==> config.mk <==
export PLATFORM = sky130hd
export DESIGN_NAME = alu_pipe
export DESIGN_NICKNAME = d
export VERILOG_FILES = /design/src/rtl/alu_pipe.sv
export SDC_FILE = /design/constraint.sdc
export NUM_CORES = 1
export LEC_CHECK = 0
export CAP_MARGIN = 40
export CORE_ASPECT_RATIO = 1.1
export CORE_MARGIN = 10
export CORE_UTILIZATION = 60
export DETAILED_ROUTE_END_ITERATION = 10
export DONT_BUFFER_PORTS = 1
export PLACE_DENSITY_LB_ADDON = 0.15
export SYNTH_ARGS = -nofsm -noshare
export SYNTH_HDL_FRONTEND = slang
export SYNTH_SLANG_ARGS = --single-unit
==> constraint.sdc <==
create_clock -name clk -period 10.4 [get_ports clk]
set_clock_uncertainty 0.15 [all_clocks]
set_input_delay 1.04 -clock clk [delete_from_list [all_inputs] [get_ports clk]]
set_output_delay 1.04 -clock clk [all_outputs]
set_load 0.01 [all_outputs]
==> src/rtl/alu_pipe.sv <==
// Handshaked ALU with registered Result/ALUFlags. Single-cycle ops finish on the
// edge after acceptance; MUL is a WIDTH-cycle shift-add sequence.
module alu_pipe #(
  parameter int WIDTH = 32
) (
  input  logic             clk,
  input  logic             rst_n,
  input  logic             in_valid,
  output logic             in_ready,
  input  logic [WIDTH-1:0] A,
  input  logic [WIDTH-1:0] B,
  input  logic [2:0]       ALUControl,
  output logic             out_valid,
  input  logic             out_ready,
  output logic [WIDTH-1:0] Result,
  output logic [3:0]       ALUFlags
);

  localparam int CW = $clog2(WIDTH);
  localparam logic [CW-1:0] LAST = CW'(WIDTH - 1);

  localparam logic [2:0] OP_ADD   = 3'b000;
  localparam logic [2:0] OP_SUB   = 3'b001;
  localparam logic [2:0] OP_AND   = 3'b010;
  localparam logic [2:0] OP_OR    = 3'b011;
  localparam logic [2:0] OP_XOR   = 3'b100;
  localparam logic [2:0] OP_SLT   = 3'b101;
  localparam logic [2:0] OP_MUL   = 3'b110;
  localparam logic [2:0] OP_PASSB = 3'b111;

  typedef enum logic [1:0] {IDLE, BUSY, DONE} state_t;

  state_t               state_reg, state_next;
  logic [2*WIDTH-1:0]   mcand_reg;
  logic [WIDTH-1:0]     mplier_reg;
  logic [2*WIDTH-1:0]   acc_reg;
  logic [2*WIDTH-1:0]   acc_next;
  logic [CW-1:0]        count_reg;
  logic [WIDTH-1:0]     result_reg;
  logic [3:0]           flags_reg;

  logic                 accept;
  logic                 is_mul;
  logic                 mul_last;

  // Shared adder: SLT reuses the subtract path and takes N^V as "less than".
  logic                 sub;
  logic [WIDTH-1:0]     b_op;
  logic [WIDTH:0]       sum;
  logic                 add_v;
  logic [WIDTH-1:0]     alu_res;
  logic                 alu_c;
  logic                 alu_v;

  assign sub   = (ALUControl == OP_SUB) || (ALUControl == OP_SLT);
  assign b_op  = sub ? ~B : B;
  assign sum   = {1'b0, A} + {1'b0, b_op} + {{WIDTH{1'b0}}, sub};
  assign add_v = (A[WIDTH-1] == b_op[WIDTH-1]) && (sum[WIDTH-1] != A[WIDTH-1]);

  always_comb begin
    alu_res = '0;
    alu_c   = 1'b0;
    alu_v   = 1'b0;
    case (ALUControl)
      OP_ADD, OP_SUB: begin
        alu_res = sum[WIDTH-1:0];
        alu_c   = sum[WIDTH];
        alu_v   = add_v;
      end
      OP_AND:   alu_res = A & B;
      OP_OR:    alu_res = A | B;
      OP_XOR:   alu_res = A ^ B;
      OP_SLT:   alu_res = {{(WIDTH-1){1'b0}}, sum[WIDTH-1] ^ add_v};
      OP_PASSB: alu_res = B;
      default:  alu_res = '0;
    endcase
  end

  assign acc_next = mplier_reg[0] ? (acc_reg + mcand_reg) : acc_reg;
  assign mul_last = (count_reg == LAST);

  assign is_mul    = (ALUControl == OP_MUL);
  assign in_ready  = (state_reg == IDLE) || ((state_reg == DONE) && out_ready);
  assign accept    = in_valid && in_ready;
  assign out_valid = (state_reg == DONE);
  assign Result    = result_reg;
  assign ALUFlags  = flags_reg;

  always_comb begin
    state_next = state_reg;
    case (state_reg)
      IDLE: if (accept) state_next = is_mul ? BUSY : DONE;
      BUSY: if (mul_last) state_next = DONE;
      DONE: begin
        if (out_ready) begin
          if (accept) state_next = is_mul ? BUSY : DONE;
          else        state_next = IDLE;
        end
      end
      default: state_next = IDLE;
    endcase
  end

  always_ff @(posedge clk or negedge rst_n) begin
    if (!rst_n) begin
      state_reg  <= IDLE;
      mcand_reg  <= '0;
      mplier_reg <= '0;
      acc_reg    <= '0;
      count_reg  <= '0;
      result_reg <= '0;
      flags_reg  <= '0;
    end else begin
      state_reg <= state_next;
      if (accept) begin
        if (is_mul) begin
          mcand_reg  <= {{WIDTH{1'b0}}, A};
          mplier_reg <= B;
          acc_reg    <= '0;
          count_reg  <= '0;
        end else begin
          result_reg <= alu_res;
          flags_reg  <= {alu_v, alu_c, (alu_res == '0), alu_res[WIDTH-1]};
        end
      end else if (state_reg == BUSY) begin
        acc_reg    <= acc_next;
        mcand_reg  <= mcand_reg << 1;
        mplier_reg <= mplier_reg >> 1;
        count_reg  <= count_reg + 1'b1;
        if (mul_last) begin
          result_reg <= acc_next[WIDTH-1:0];
          flags_reg  <= {(acc_next[2*WIDTH-1:WIDTH] != '0), 1'b0,
                         (acc_next[WIDTH-1:0] == '0), acc_next[WIDTH-1]};
        end
      end
    end
  end

endmodule
After elaboration in Yosys (flattened, before gate mapping). Cells that the tools add are included.

Register bits: 203. Bits in read-only memories: 0. Memories kept: 0. RAM bits: 0. Bits in latches: 0. Input port bits: 71.

Shifts and indexed selects: 0. Mux-type cells: 31. Divide/modulo/power cells: 0. Multipliers: 0. Equality and inequality tests: 17. Order comparisons: 0. Bitwise logic cells: 5. Add/subtract/negate cells: 4. Reductions and logical operators: 16.

Operators with widths (number): 2-to-1 mux 64 bit (7); 2-to-1 mux 32 bit (8); case mux 32 bit (6 select lines) (1); adder 64 bit (1); zero test 32 bit (2); adder 32 x 32 -> 33 bit (1); adder 33 x 1 -> 33 bit (1); bitwise AND 32 bit (1); NOT 32 bit (1); OR 32 bit (1); nonzero test 32 bit (1); bitwise XOR 32 bit (1); 2-to-1 mux 4 bit (4); 2-to-1 mux 5 bit (3); equality test 3 bit, second input constant (4); 2-to-1 mux 2 bit (5); equality test 3 x 2 -> 1 bit, second input constant (2); != test 2 bit, second input constant (3); case mux 2 bit (3 select lines) (1); AND reduction 3 bit (2); adder 5 x 1 -> 5 bit, second input constant (1); equality test 5 bit, second input constant (1); != test 2 x 1 -> 1 bit, second input constant (2); nonzero test 2 bit (2); 13 further kinds (17).

Logic depth before layout (Yosys ltp). Gate-level depths: netlist of run 1.

Depth in word-level cells: 12. Mapped depth: 20. Gate-level depth less buffers: 17.

Worst setup path before layout of run 1. OpenSTA, ideal clock, no wires.

Kind: input -> register. From: in ALUControl[0]. To: reg flags_reg[3] (netlist: ALUFlags[3]). Slack: 5.045 ns. Arrival time: 5.073 ns. Cell stages on the path: 19. Setup time: 0.131 ns. Path buffers: 4. Required time: 10.119 ns. Cells stage by stage: buf_4 clkbuf_1 clkbuf_1 nand2_1 buf_1 xnor2_1 ha_1 a211oi_1 a211oi_4 a41oi_2 a2111oi_2 o21ai_2 o31ai_4 xnor2_1 a221o_1 nor4_2 nand4_1 nor4_1 a31oi_1.

Cells in the longest elaborated chain, start to end: 10.

Ends and longest elaborated chain: start: declaration (RTL line 12) `input logic [2:0] ALUControl,`; equality test 3 x 1 -> 1 bit / equality test 3 bit (equally long branches) (RTL line 55, 64); logical OR 1 bit (RTL line 55) `assign sub = (ALUControl == OP_SUB) || (ALUControl == OP_SLT);`; 2-to-1 mux 32 bit (RTL line 56) `assign b_op = sub ? ~B : B;`; adder 32 x 32 -> 33 bit (RTL line 57) `assign sum = {1'b0, A} + {1'b0, b_op} + {{WIDTH{1'b0}}, sub};`; adder 33 x 1 -> 33 bit (RTL line 57); != test 1 bit (RTL line 58) `assign add_v = (A[WIDTH-1] == b_op[WIDTH-1]) && (sum[WIDTH-1] != A[WIDTH-1]);`; logical AND 1 bit (RTL line 58); 2-to-1 mux 1 bit (RTL line 64) `case (ALUControl)`; 2-to-1 mux 4 bit (RTL line 116) `if (is_mul) begin`; 2-to-1 mux 4 bit (RTL line 115) `if (accept) begin`; end signal: assignment (RTL line 123) `flags_reg <= {alu_v, alu_c, (alu_res == '0), alu_res[WIDTH-1]};`; end signal: assignment (RTL line 132) `flags_reg <= {(acc_next[2*WIDTH-1:WIDTH] != '0), 1'b0,`; end: declaration (RTL line 40) `logic [3:0] flags_reg;`.

Several ways; a longest one is shown, not always the timed one. The select of a mux whose other input is x is not followed. A chain may end at the register's enable or synchronous reset.

Worst setup path after layout of run 1.
From: in ALUControl[1]. To: reg flags_reg[1] (netlist: ALUFlags[1]).

Cells in the longest elaborated chain, start to end: 12.

Ends and longest elaborated chain: equality test 3 x 1 -> 1 bit / equality test 3 bit (equally long branches) (RTL line 55, 64); logical OR 1 bit (RTL line 55); 2-to-1 mux 32 bit (RTL line 56); adder 32 x 32 -> 33 bit (RTL line 57); adder 33 x 1 -> 33 bit (RTL line 57); != test 1 bit (RTL line 58); logical AND 1 bit (RTL line 58); bitwise XOR 1 bit (RTL line 73) `OP_SLT: alu_res = {{(WIDTH-1){1'b0}}, sum[WIDTH-1] ^ add_v};`; case mux 32 bit (6 select lines) (RTL line 64); zero test 32 bit (RTL line 123); 2-to-1 mux 4 bit (RTL line 116); 2-to-1 mux 4 bit (RTL line 115).

Several ways; a longest one is shown, not always the timed one. The select of a mux whose other input is x is not followed.

==> metrics.md, run 1 <==
| Metric | Value |
|---|---|
| Min Tclk post-route | between 5 and 6 ns |
| Total CTS buffers | 25 |
| Detailed-route DRC error count | 0 |
| Nets | 2374 |
| Iteration-0 DRC count of the detailed router | 1462 |
| CTS Buffer Depth | 3 |
| Most used DFF post-synth | dfrtp_1 |
| Initial antenna violation count | 0 |
| Starting Density | 60.80% |
| CP max-delay cell | nor4b_1 |
| Antenna Nets Post-Route | 0 |
| CTS clk-pin slew, worst paths | 0.06 ns |
| Sequential Area | 5056 sq um |
| Synth cell types | 77 |
| VDD IR max | 0.2299 mV |
| Design Power | 5474 uW |
| Share of post-route cells with drive strength above 1 | 4.863% |
| Mapped Area | around 17000 sq um |
| Area leader, netlist | dfrtp_1 |
| Detailed Routing Iterations Pass 1 | 5 |
| Post-DR vias/cell | approximately 6.6 |
| Placed instance area | 17580 sq um |
| CTS Hold Bufs | 0 |
| Status | finished clean |
| Inserted Diodes | 0 |
| Crit Path Max Fanout | 24 |
| Cts repair resizes | 0 |
| Max-cap violations | 0 |
| Ys async rst share | between 90% and 100% |
| Part of the cycle the worst path needs | 48.37% |
| F_max | 0.1988 GHz |
| Die W | around 180 um |
| Setup crit end kind | register |
| Num rows | between 60 and 70 |
| Postcts setup bufs | 0 |
| Least-Margin Pin Slew | 0.9724 ns |
| Pwr dens | around 300 nW/um^2 |
| Area share of the largest cell type after synthesis | between 20% and 30% |
| CTS tree | built |
| Vias in the first global route | 16090 |
| Unrepaired setup endpoints after global routing | no |
| GRT Util Overall | a little under a third |
| WP data arrival | roughly 5.3 ns |
| Crit start category | input port |
| Full die area | around 36000 sq um |
| Layout fillers | 2522 |
| Drt wl/cell | 23.07 um |
| CP Cell Sequence | inv_1, nand2_2, buf_4, xnor2_1, ha_1, a21oi_1, o21ai_0, or3_1, o2111a_1, nor3_1, and4b_1, nor4b_1, nand4_1, nor4_1, nand4_1, o21ai_0 |
| Clock Tree Root | clkbuf_16 |
| I/O pins | 109 |
| Skew-Pair Late Insertion Delay | ~0.55 ns |
| Syn. warnings | 0 |
| Port-buffer cells | 0 |
| Final setup fails | 0 |
| Worst relative slew slack | 34.49% |
| Synth Register Bits | 202 |
| Area of the core | 28710 sq um |
| H-tree depth | 1 |
| Pin count of the biggest net entering global routing | slightly above 200 |
| GPL Wtd Cong | 0.9809 |
| Post-synthesis cell count | 2236 |
| Most frequent cells in the layout | nand2_1 (366), dfrtp_1 (201), nor2_1 (178), o21ai_0 (176), ha_1 (161) |
| Leading post-synthesis cells by cell area | dfrtp_1 (29%), ha_1 (12%), nand2_1 (7.9%) |
| Final WL | just under 60 mm |
| Final Hold Fails | 0 |
| Leading cell type in the layout, fill and taps excluded | nand2_1 |
| Multi-input gate area | around 12000 sq um |
| First-pass GRT wire length | 89.93 mm |
| WP data required | 10.71 ns |
| Via count | 16700 |
| Setup Crit Path Kind | input port to register |
| Slowest Stage Delay on Critical Path | 0.54 ns |
| Syn Area/Cell | roughly 8 sq um |
| Area delta synth->final | 5.462% |
| Slew Limit Fails | 0 |
| Syn Nets | 2470 |
| DPL Wire Length | around 44 mm |
| Setup tns final | 0 ns |
| Final hold slack | about 0.034 ns |
| Seq/Total Area, Yosys | 28.96% |
| EDFF count, synth | 0 |
| Finished Cell Area | about 18000 sq um |
| Leak pwr | 0.008462 uW |
| Die Ht | 198.9 um |
| CTS sink count | 202 |
| Total grt overflow | 0 |
| Worst min-delay path class | input port to asynchronous set/reset pin |
[final timing paths]
path	startpoint	slack, ns	to	cells after the start
worst min register to register	mplier_reg[13]	0.33	mplier_reg[13]	2
worst max-delay path	ALUControl[1]	5.37	ALUFlags[1]	16
worst max register to register	state_reg[0]	5.60	ALUFlags[1]	12
worst min-delay path	rst_n	0.03	count_reg[3]	0
min in group clk	mplier_reg[13]	0.33	mplier_reg[13]	2
max in group asynchronous	rst_n	9.85	acc_reg[23]	0
[synth_stat cells (11+ instances only)]
cell	instances
a211oi_1	20
mux2i_1	40
a31oi_1	65
a22o_1	17
ha_1	161
dfrtp_1	202
nor2_1	182
a21oi_1	159
nand4_1	42
nor3_1	27
o21bai_1	15
nand2b_1	15
or3_1	11
inv_1	84
a21o_1	65
buf_1	17
and3_1	12
o21ai_0	176
mux2_2	13
and2_1	14
a22oi_1	40
o21a_1	21
clkbuf_1	124
xor2_1	35
nor2b_1	14
a221oi_1	12
nand2_1	369
xnor2_1	74
o211ai_1	23
nand3_1	58
[per-layer routing]
metal | global-route usage, % | vias to the layer above | share of wire [%]
li1 | - | 7836 | -
met1 | 36.69 | 7985 | 40
met2 | 52.82 | 708 | 48
met3 | 5.306 | 169 | 7.1
met4 | 14.74 | 0 | 5.0
met5 | 0 | - | 0
[worst max-delay path, delay by kind of cell]
family	cells	cell delay [ns]
AO/OA/AOI/OAI	4	0.84
XOR/XNOR	1	0.18
adder cells (fa/ha/maj)	1	0.38
buffers and inverters	2	0.56
AND/OR/NAND/NOR	8	2.31
[cell families after synthesis]
logic type / count (synthesis) / share of synthesized area (%)
compound gates: 696 / 25.71
xor+xnor: 109 / 5.469
fa+ha+maj: 163 / 11.77
buf+inv: 228 / 4.989
flops: 202 / 28.96
mux: 53 / 3.132
simple gates: 785 / 19.97
[cell type report]
cell class              instances  area share (%)
flip-flops and latches        202           27.47
inverters                      84           1.713
clock inverters                17          0.9176
repair buffers                 21          0.9108
clock buffers                  29           3.589
well taps                     368           2.501
multi-input cells            1806           62.90
[per-stage QoR]
| stage | setup WS (ns) | util [%] | cells |
|---|---|---|---|
| after floorplan | 5.045 | - | 2236 |
| final | 5.370 | 64.12 | 2527 |
| after CTS | 5.465 | 64.12 | 2527 |
| after global placement | 4.975 | 61.12 | 2478 |
| after global routing | 5.194 | 64.12 | 2527 |
| after detailed placement | 4.911 | 61.23 | 2481 |
[power breakdown]
group | total (uW) | switching (uW) | internal (uW)
Sequential | 1490 | 354 | 1130
Clock | 886 | 375 | 511
Combinational | 3100 | 1940 | 1160
Total | 5470 | 2670 | 2800
(Power assumes the default switching activity.)
==> run 2, diff against run 1 <==
clock period = 5.08 ns   (was 10.4 ns; I/O delays follow)
==> run 2 against run 1 <==
Effect of this change: the flow now finishes with violations (negative hold slack); design area up 3.6%; global-route usage up 1.6 points; utilization is 2.3 points higher; die area did not move; clock power up 110%; critical path depth decreased by 1; sequential power up 100%; first-iteration DRC count grew 4.2%; critical path type is now register to register.
==> metrics.md, run 2 (synthesis gave the netlist of run 1 again) <==
| Metric | Value |
|---|---|
| Status | finished with violations (was finished clean) |
| Failing checks | negative hold slack |
| DPL Wire Length | 44.69 mm (was 43.55 mm) |
| Vias in the first global route | 16880 (was 16090) |
| CTS tree | built (unchanged) |
| H-tree depth | 1 (unchanged) |
| Leak pwr | 0.008758 uW (was 0.008462 uW) |
| Postcts setup bufs | 0 (unchanged) |
| Part of the cycle the worst path needs | 89.14% |
| Reg-to-reg endpoint | ALUFlags[3] (was ALUFlags[1]) |
| Die Ht | 198.9 um (unchanged) |
| Pin count of the biggest net entering global routing | 203 (unchanged) |
| Drt wl/cell | 23.27 um (was 23.07 um) |
| Cts repair resizes | 0 (unchanged) |
| Int Pwr | 5888 uW (was 2802 uW) |
| Port-buffer cells | 0 (unchanged) |
| Max-cap violations | 0 (unchanged) |
| Nets | 2438 (was 2374) |
| WL met1 | 23.55 mm (was 23.11 mm) |
| VDD IR max | 0.4825 mV (was 0.2299 mV) |
| Num rows | 65 (unchanged) |
| Pwr dens | 596.3 nW/um^2 (was 297.4 nW/um^2) |
| Share of post-route cells with drive strength above 1 | 4.995% (was 4.863%) |
| WP data required | 5.34 ns (was 10.71 ns) |
| R2R cell count | 15 (was 12) |
| CTS sink count | 202 (unchanged) |
| CTS Buffer Depth | 3 (unchanged) |
| Finished Cell Area | 19070 sq um (was 18410 sq um) |
| CTS clk-pin slew, worst paths | 0.06 ns (about the same) |
| Area of the core | 28710 sq um (unchanged) |
| Met3 Wirelength | 4.156 mm (was 4.128 mm) |
| R2R setup slack | 0.55 ns (was 5.60 ns) |
| Min Tclk post-route | 4.528 ns |
| Clock Tree Root | clkbuf_16 (unchanged) |
| I/O pins | 109 (unchanged) |
| Crit Reg-Reg Startpoint | mcand_reg[0] (was state_reg[0]) |
| Crit start category | register (was input port) |
| Cell total after placement | 2490 (was 2481) |
| Detailed Routing Iterations Pass 1 | 8 (was 5) |
| GPL Wtd Cong | 1.011 (was 0.9809) |
| Routed wl met2 | 29.19 mm (was 28.14 mm) |
| Setup tns final | 0 ns (unchanged) |
| Inserted Diodes | 0 (unchanged) |
| Iteration-0 DRC count of the detailed router | 1524 (was 1462) |
| Most frequent cells in the layout | nand2_1 (366), dfrtp_1 (201), nor2_1 (178), o21ai_0 (176), ha_1 (161) (unchanged) |
| Antenna Nets Post-Route | 0 (unchanged) |
| Max Used Layer | met4 (unchanged) |
| Crit Path Max Fanout | 6 (was 24) |
| Final Non-Filler Cells | 2590 (was 2527) |
| Initial antenna violation count | 0 (unchanged) |
| Starting Density | 60.80% (unchanged) |
| Least-Margin Pin Slew | 0.9368 ns (was 0.9724 ns) |
| Share of total power in the clock network | 16.1% (was 16.2%) |
| Die W | 182.6 um (unchanged) |
| Register share of total power | 26.8% (was 27.2%) |
| Full die area | 36320 sq um (unchanged) |
| Setup Crit Path Kind | register to register (was input port to register) |
| WP data arrival | 4.79 ns (was 5.34 ns) |
| Via count | 17000 (was 16700) |
| Worst min-delay path class | input port to asynchronous set/reset pin (unchanged) |
| Area delta synth->final | 9.261% (was 5.462%) |
| Final setup fails | 0 (unchanged) |
| Leading cell type in the layout, fill and taps excluded | nand2_1 (unchanged) |
| Comb pwr share | 57.1% (was 56.6%) |
| Skew-Pair Late Insertion Delay | 0.53 ns (was 0.55 ns) |
| Worst relative slew slack | 36.89% (was 34.49%) |
| Post-DR vias/cell | 6.565 (was 6.608) |
| Layout fillers | 2450 (was 2522) |
| Sw Ratio | 48.23% (was 48.82%) |
| GRT Util Overall | 32.43% (was 30.79%) |
| Net Sw Power | 5485 uW (was 2672 uW) |
| Setup crit end kind | register (unchanged) |
| Final Hold Fails | 202 (was 0) |
| Total grt overflow | 0 (unchanged) |
| Placed instance area | 17670 sq um (was 17580 sq um) |
| Unrepaired setup endpoints after global routing | no (unchanged) |
| Slew Limit Fails | 0 (unchanged) |
| F_max | 0.2208 GHz |
| CTS Hold Bufs | 56 (was 0) |
| First-pass GRT wire length | 94.39 mm (was 89.93 mm) |
| Total CTS buffers | 24 (was 25) |
| Detailed-route DRC error count | 0 (unchanged) |
| Final hold slack | -0.4749 ns (was 0.03435 ns) |
| CP endpoint | ALUFlags[3] (was ALUFlags[1]) |
| Final WL | 60.26 mm (was 58.31 mm) |
| Worst Setup SP | mcand_reg[0] (was ALUControl[1]) |
[run 2: changes by cell type in the layout (fill, tap and decap cells not counted)]
| cell | delta |
|---|---|
| dlygate4sd3_1 | +56 |
| buf_4 | +8 |
| clkbuf_8 | +3 |
| inv_6 | -3 |
| clkinv_4 | -2 |
| clkinvlp_4 | -2 |
| buf_12 | +1 |
| buf_2 | -1 |
| buf_6 | +1 |
| bufinv_16 | +1 |
| clkbuf_1 | +1 |
[run 2: stage by stage]
step                      worst slack [ns]  total power [uW]  util (%)
final                               0.5516             11370     66.43
after global routing                0.3953             12120     66.43
after CTS                           0.5875             11220     66.43
after detailed placement            0.3631              9287     61.53
after global placement              0.3262              9138     61.40
after floorplan                     0.2574              7538         -
[run 2: area by class of cell]
class	instances	area, sq um	area share, %
Sequential cell	202	5056	26.51
Clock inverter	11	140.1	0.7348
Multi-Input combinational cell	1806	11580	60.72
Timing Repair Buffer	86	814.5	4.271
Tap cell	368	460.4	2.414
Inverter	84	315.3	1.653
Clock buffer	33	705.7	3.700
[run 2: layer usage]
| layer | vias up | global-route usage [%] |
|---|---|---|
| li1 | 7956 | - |
| met4 | 0 | 17.46 |
| met5 | - | 0 |
| met2 | 696 | 55.93 |
| met3 | 172 | 5.561 |
| met1 | 8179 | 37.68 |
[run 2: worst max-delay path, stage by stage (launching register included)]
cell and delay [ns]:
dfrtp_1 0.41, ha_1 0.27, fa_1 0.43, a21o_1 0.21, a221o_1 0.40, a22oi_1 0.30
nand4_1 0.16, nand2_1 0.14, o21ai_0 0.36, xor2_1 0.26, mux2_2 0.32, nor4_1 0.34
buf_4 0.17, nand4_1 0.09, nor4_1 0.30, a31oi_1 0.12
[run 2: worst min-delay path by stage]
stage / to / cells after the start / start
finish: count_reg[2] / 0 / rst_n
global placement: count_reg[2] / 0 / rst_n
CTS: count_reg[0] / 0 / rst_n
global route: count_reg[2] / 0 / rst_n
detailed placement: count_reg[2] / 0 / rst_n
floorplan: ALUFlags[0] / 0 / rst_n
[run 2: power by group through the flow]
| stage | combinational, uW | clock (uW) | sequential [uW] |
|---|---|---|---|
| floorplan | 4740 | 0 | 2800 |
| global placement | 6120 | 0 | 3020 |
| detailed placement | 6240 | 0 | 3050 |
| CTS | 6340 | 1840 | 3040 |
| global route | 7090 | 1900 | 3130 |
| finish | 6500 | 1830 | 3040 |
==> run 3, diff against run 2 <==
CELL_PAD_IN_SITES_DETAIL_PLACEMENT = 1   (was default)
CELL_PAD_IN_SITES_GLOBAL_PLACEMENT = 1   (was default)
CORE_UTILIZATION = 49   (was 60)
PLACE_DENSITY = 0.88   (was default)
PLACE_DENSITY_LB_ADDON = default   (was 0.15)
==> run 3 against run 2 <==
Effect of this change: largest cell class unchanged; setup slack got worse by 0.035 ns; total power increased by 2.9%; the run still ends with negative hold slack left; largest power group unchanged; wire length increased by 13%; global-route usage decreased by 1.5 points; critical path depth decreased by 1; cell count increased by 3.0%; sequential share of layout area decreased by 0.16 points; utilization decreased by 12 points; non-clock buffer count increased by 2; worst hold slack got worse by 0.036 ns; sequential power about the same.
==> metrics.md, run 3 (synthesis gave the netlist of run 1 again) <==
| Metric | Value |
|---|---|
| Pin count of the biggest net entering global routing | 203 (unchanged) |
| Cts repair resizes | 0 (unchanged) |
| Detailed-route DRC error count | 0 (unchanged) |
| Final setup fails | 0 (unchanged) |
| CTS sink count | 202 (unchanged) |
| Drt wl/cell | 25.53 um (was 23.27 um) |
| Setup crit end kind | register (unchanged) |
| Via count | 17520 (was 17000) |
| Detailed Routing Iterations Pass 1 | 5 (was 8) |
| Crit Path Max Fanout | 6 (unchanged) |
| CTS Buffer Depth | 3 (unchanged) |
| Design Power | 11700 uW (was 11370 uW) |
| Worst min-delay path class | input port to asynchronous set/reset pin (unchanged) |
| Antenna Nets Post-Route | 0 (unchanged) |
| Iteration-0 DRC count of the detailed router | 1260 (was 1524) |
| Final Hold Fails | 202 (unchanged) |
| Setup Crit Path Kind | register to register (unchanged) |
| First-pass GRT wire length | 107.0 mm (was 94.39 mm) |
| I/O pins | 109 (unchanged) |
| Inserted Diodes | 0 (unchanged) |
| R2R setup slack | 0.52 ns (was 0.55 ns) |
| Unrepaired setup endpoints after global routing | no (unchanged) |
| Status | finished with violations (unchanged) |
| Leak pwr | 0.008766 uW (was 0.008758 uW) |
| Area delta synth->final | 9.942% (was 9.261%) |
| Max-cap violations | 0 (unchanged) |
| Pwr dens | 609.9 nW/um^2 (was 596.3 nW/um^2) |
| Postcts setup bufs | 0 (unchanged) |
| Port-buffer cells | 0 (unchanged) |
| GRT Util Overall | 30.93% (was 32.43%) |
| Leading cell type in the layout, fill and taps excluded | nand2_1 (unchanged) |
| Part of the cycle the worst path needs | 89.82% (was 89.14%) |
| Post-DR vias/cell | 6.568 (was 6.565) |
| Num rows | 72 (was 65) |
| Min Tclk post-route | 4.563 ns (was 4.528 ns) |
| GPL Wtd Cong | 0.9789 (was 1.011) |
| Total CTS buffers | 24 (unchanged) |
| WP data required | 5.35 ns (was 5.34 ns) |
| Setup tns final | 0 ns (unchanged) |
| WP data arrival | 4.83 ns (was 4.79 ns) |
| Nets | 2440 (was 2438) |
| Most frequent cells in the layout | nand2_1 (366), dfrtp_1 (201), nor2_1 (178), o21ai_0 (176), ha_1 (161) (unchanged) |
| DPL Wire Length | 48.81 mm (was 44.69 mm) |
| Failing checks | negative hold slack (unchanged) |
| CTS Hold Bufs | 61 (was 56) |
| H-tree depth | 1 (unchanged) |
| Skew-Pair Late Insertion Delay | 0.57 ns (was 0.53 ns) |
| Area of the core | 35130 sq um (was 28710 sq um) |
| Worst relative slew slack | 37.12% (was 36.89%) |
| F_max | 0.2192 GHz (was 0.2208 GHz) |
| Initial antenna violation count | 2 (was 0) |
| Final WL | 68.10 mm (was 60.26 mm) |
| Slew Limit Fails | 0 (unchanged) |
| Die Ht | 218.0 um (was 198.9 um) |
| Total grt overflow | 0 (unchanged) |
| Clock Tree Root | clkbuf_16 (unchanged) |
| VDD IR max | 0.3141 mV (was 0.4825 mV) |
| Least-Margin Pin Slew | 0.9432 ns (was 0.9368 ns) |
| Share of post-route cells with drive strength above 1 | 4.858% (was 4.995%) |
| Crit start category | register (unchanged) |
| Die W | 200.0 um (was 182.6 um) |
| CTS tree | built (unchanged) |
| Final hold slack | -0.5111 ns (was -0.4749 ns) |
| Full die area | 43580 sq um (was 36320 sq um) |
| CTS clk-pin slew, worst paths | 0.07 ns (was 0.06 ns) |
| Vias in the first global route | 18680 (was 16880) |
| Starting Density | 49.68% (was 60.80%) |
run 3: per-layer routing:
metal	vias to the layer above	global-route usage, %	routed length, um
li1	7945	-	-
met1	8821	35.65	27070
met2	550	53.88	33760
met3	196	5.495	3901
met4	4	15.26	3328
met5	-	0	38
run 3: critical path, cell delays in order, from the launching register on:
cell and delay [ns]:
dfrtp_1 0.41, ha_1 0.25, fa_1 0.42, a21o_1 0.20, a221o_1 0.41, a41oi_1 0.30
a211oi_1 0.11, nand3b_1 0.32, o31ai_1 0.59, o21bai_1 0.16, xnor2_1 0.24, and4_1 0.27
o211ai_1 0.13, nor4_1 0.33, a31oi_1 0.13
run 3: cell type report:
cell class / count / area [sq um]
clock buffer: 36 / 757.0
sequential: 202 / 5056
inverter: 84 / 315.3
fill: 4279 / 15940
timing repair buffer: 88 / 810.8
multi-input combinational: 1806 / 11580
clock inverter: 7 / 116.4
tap: 444 / 555.5
run 3: final timing paths:
check	start	to	cells past startpoint
worst max-delay path	mcand_reg[0]	ALUFlags[3]	14
worst min-delay path	rst_n	acc_reg[8]	0
worst max register to register	mcand_reg[0]	ALUFlags[3]	14
worst min register to register	mplier_reg[15]	mplier_reg[15]	2
max in group asynchronous	rst_n	acc_reg[62]	0
min in group clk	B[31]	mplier_reg[31]	2
run 3: power breakdown:
part           switching (uW)  internal [uW]  leakage (uW)
Combinational            4270           2420       0.00583
Sequential                752           2320       0.00250
Clock                     766           1180      0.000430
run 3: per-stage QoR:
stage                     setup WS [ns]  instance area (sq um)  util [%]  hold WS (ns)  instances
after detailed placement         0.3307                  17710     50.40       0.08236       2563
after global placement           0.4645                  17690     50.36       0.08276       2561
after floorplan                  0.2574                  17460         -       0.06241       2236
final                            0.5171                  19190     54.62       -0.5111       2667
after global routing             0.2847                  19190     54.62       -0.5214       2667
after CTS                        0.5916                  19190     54.62       -0.5138       2667
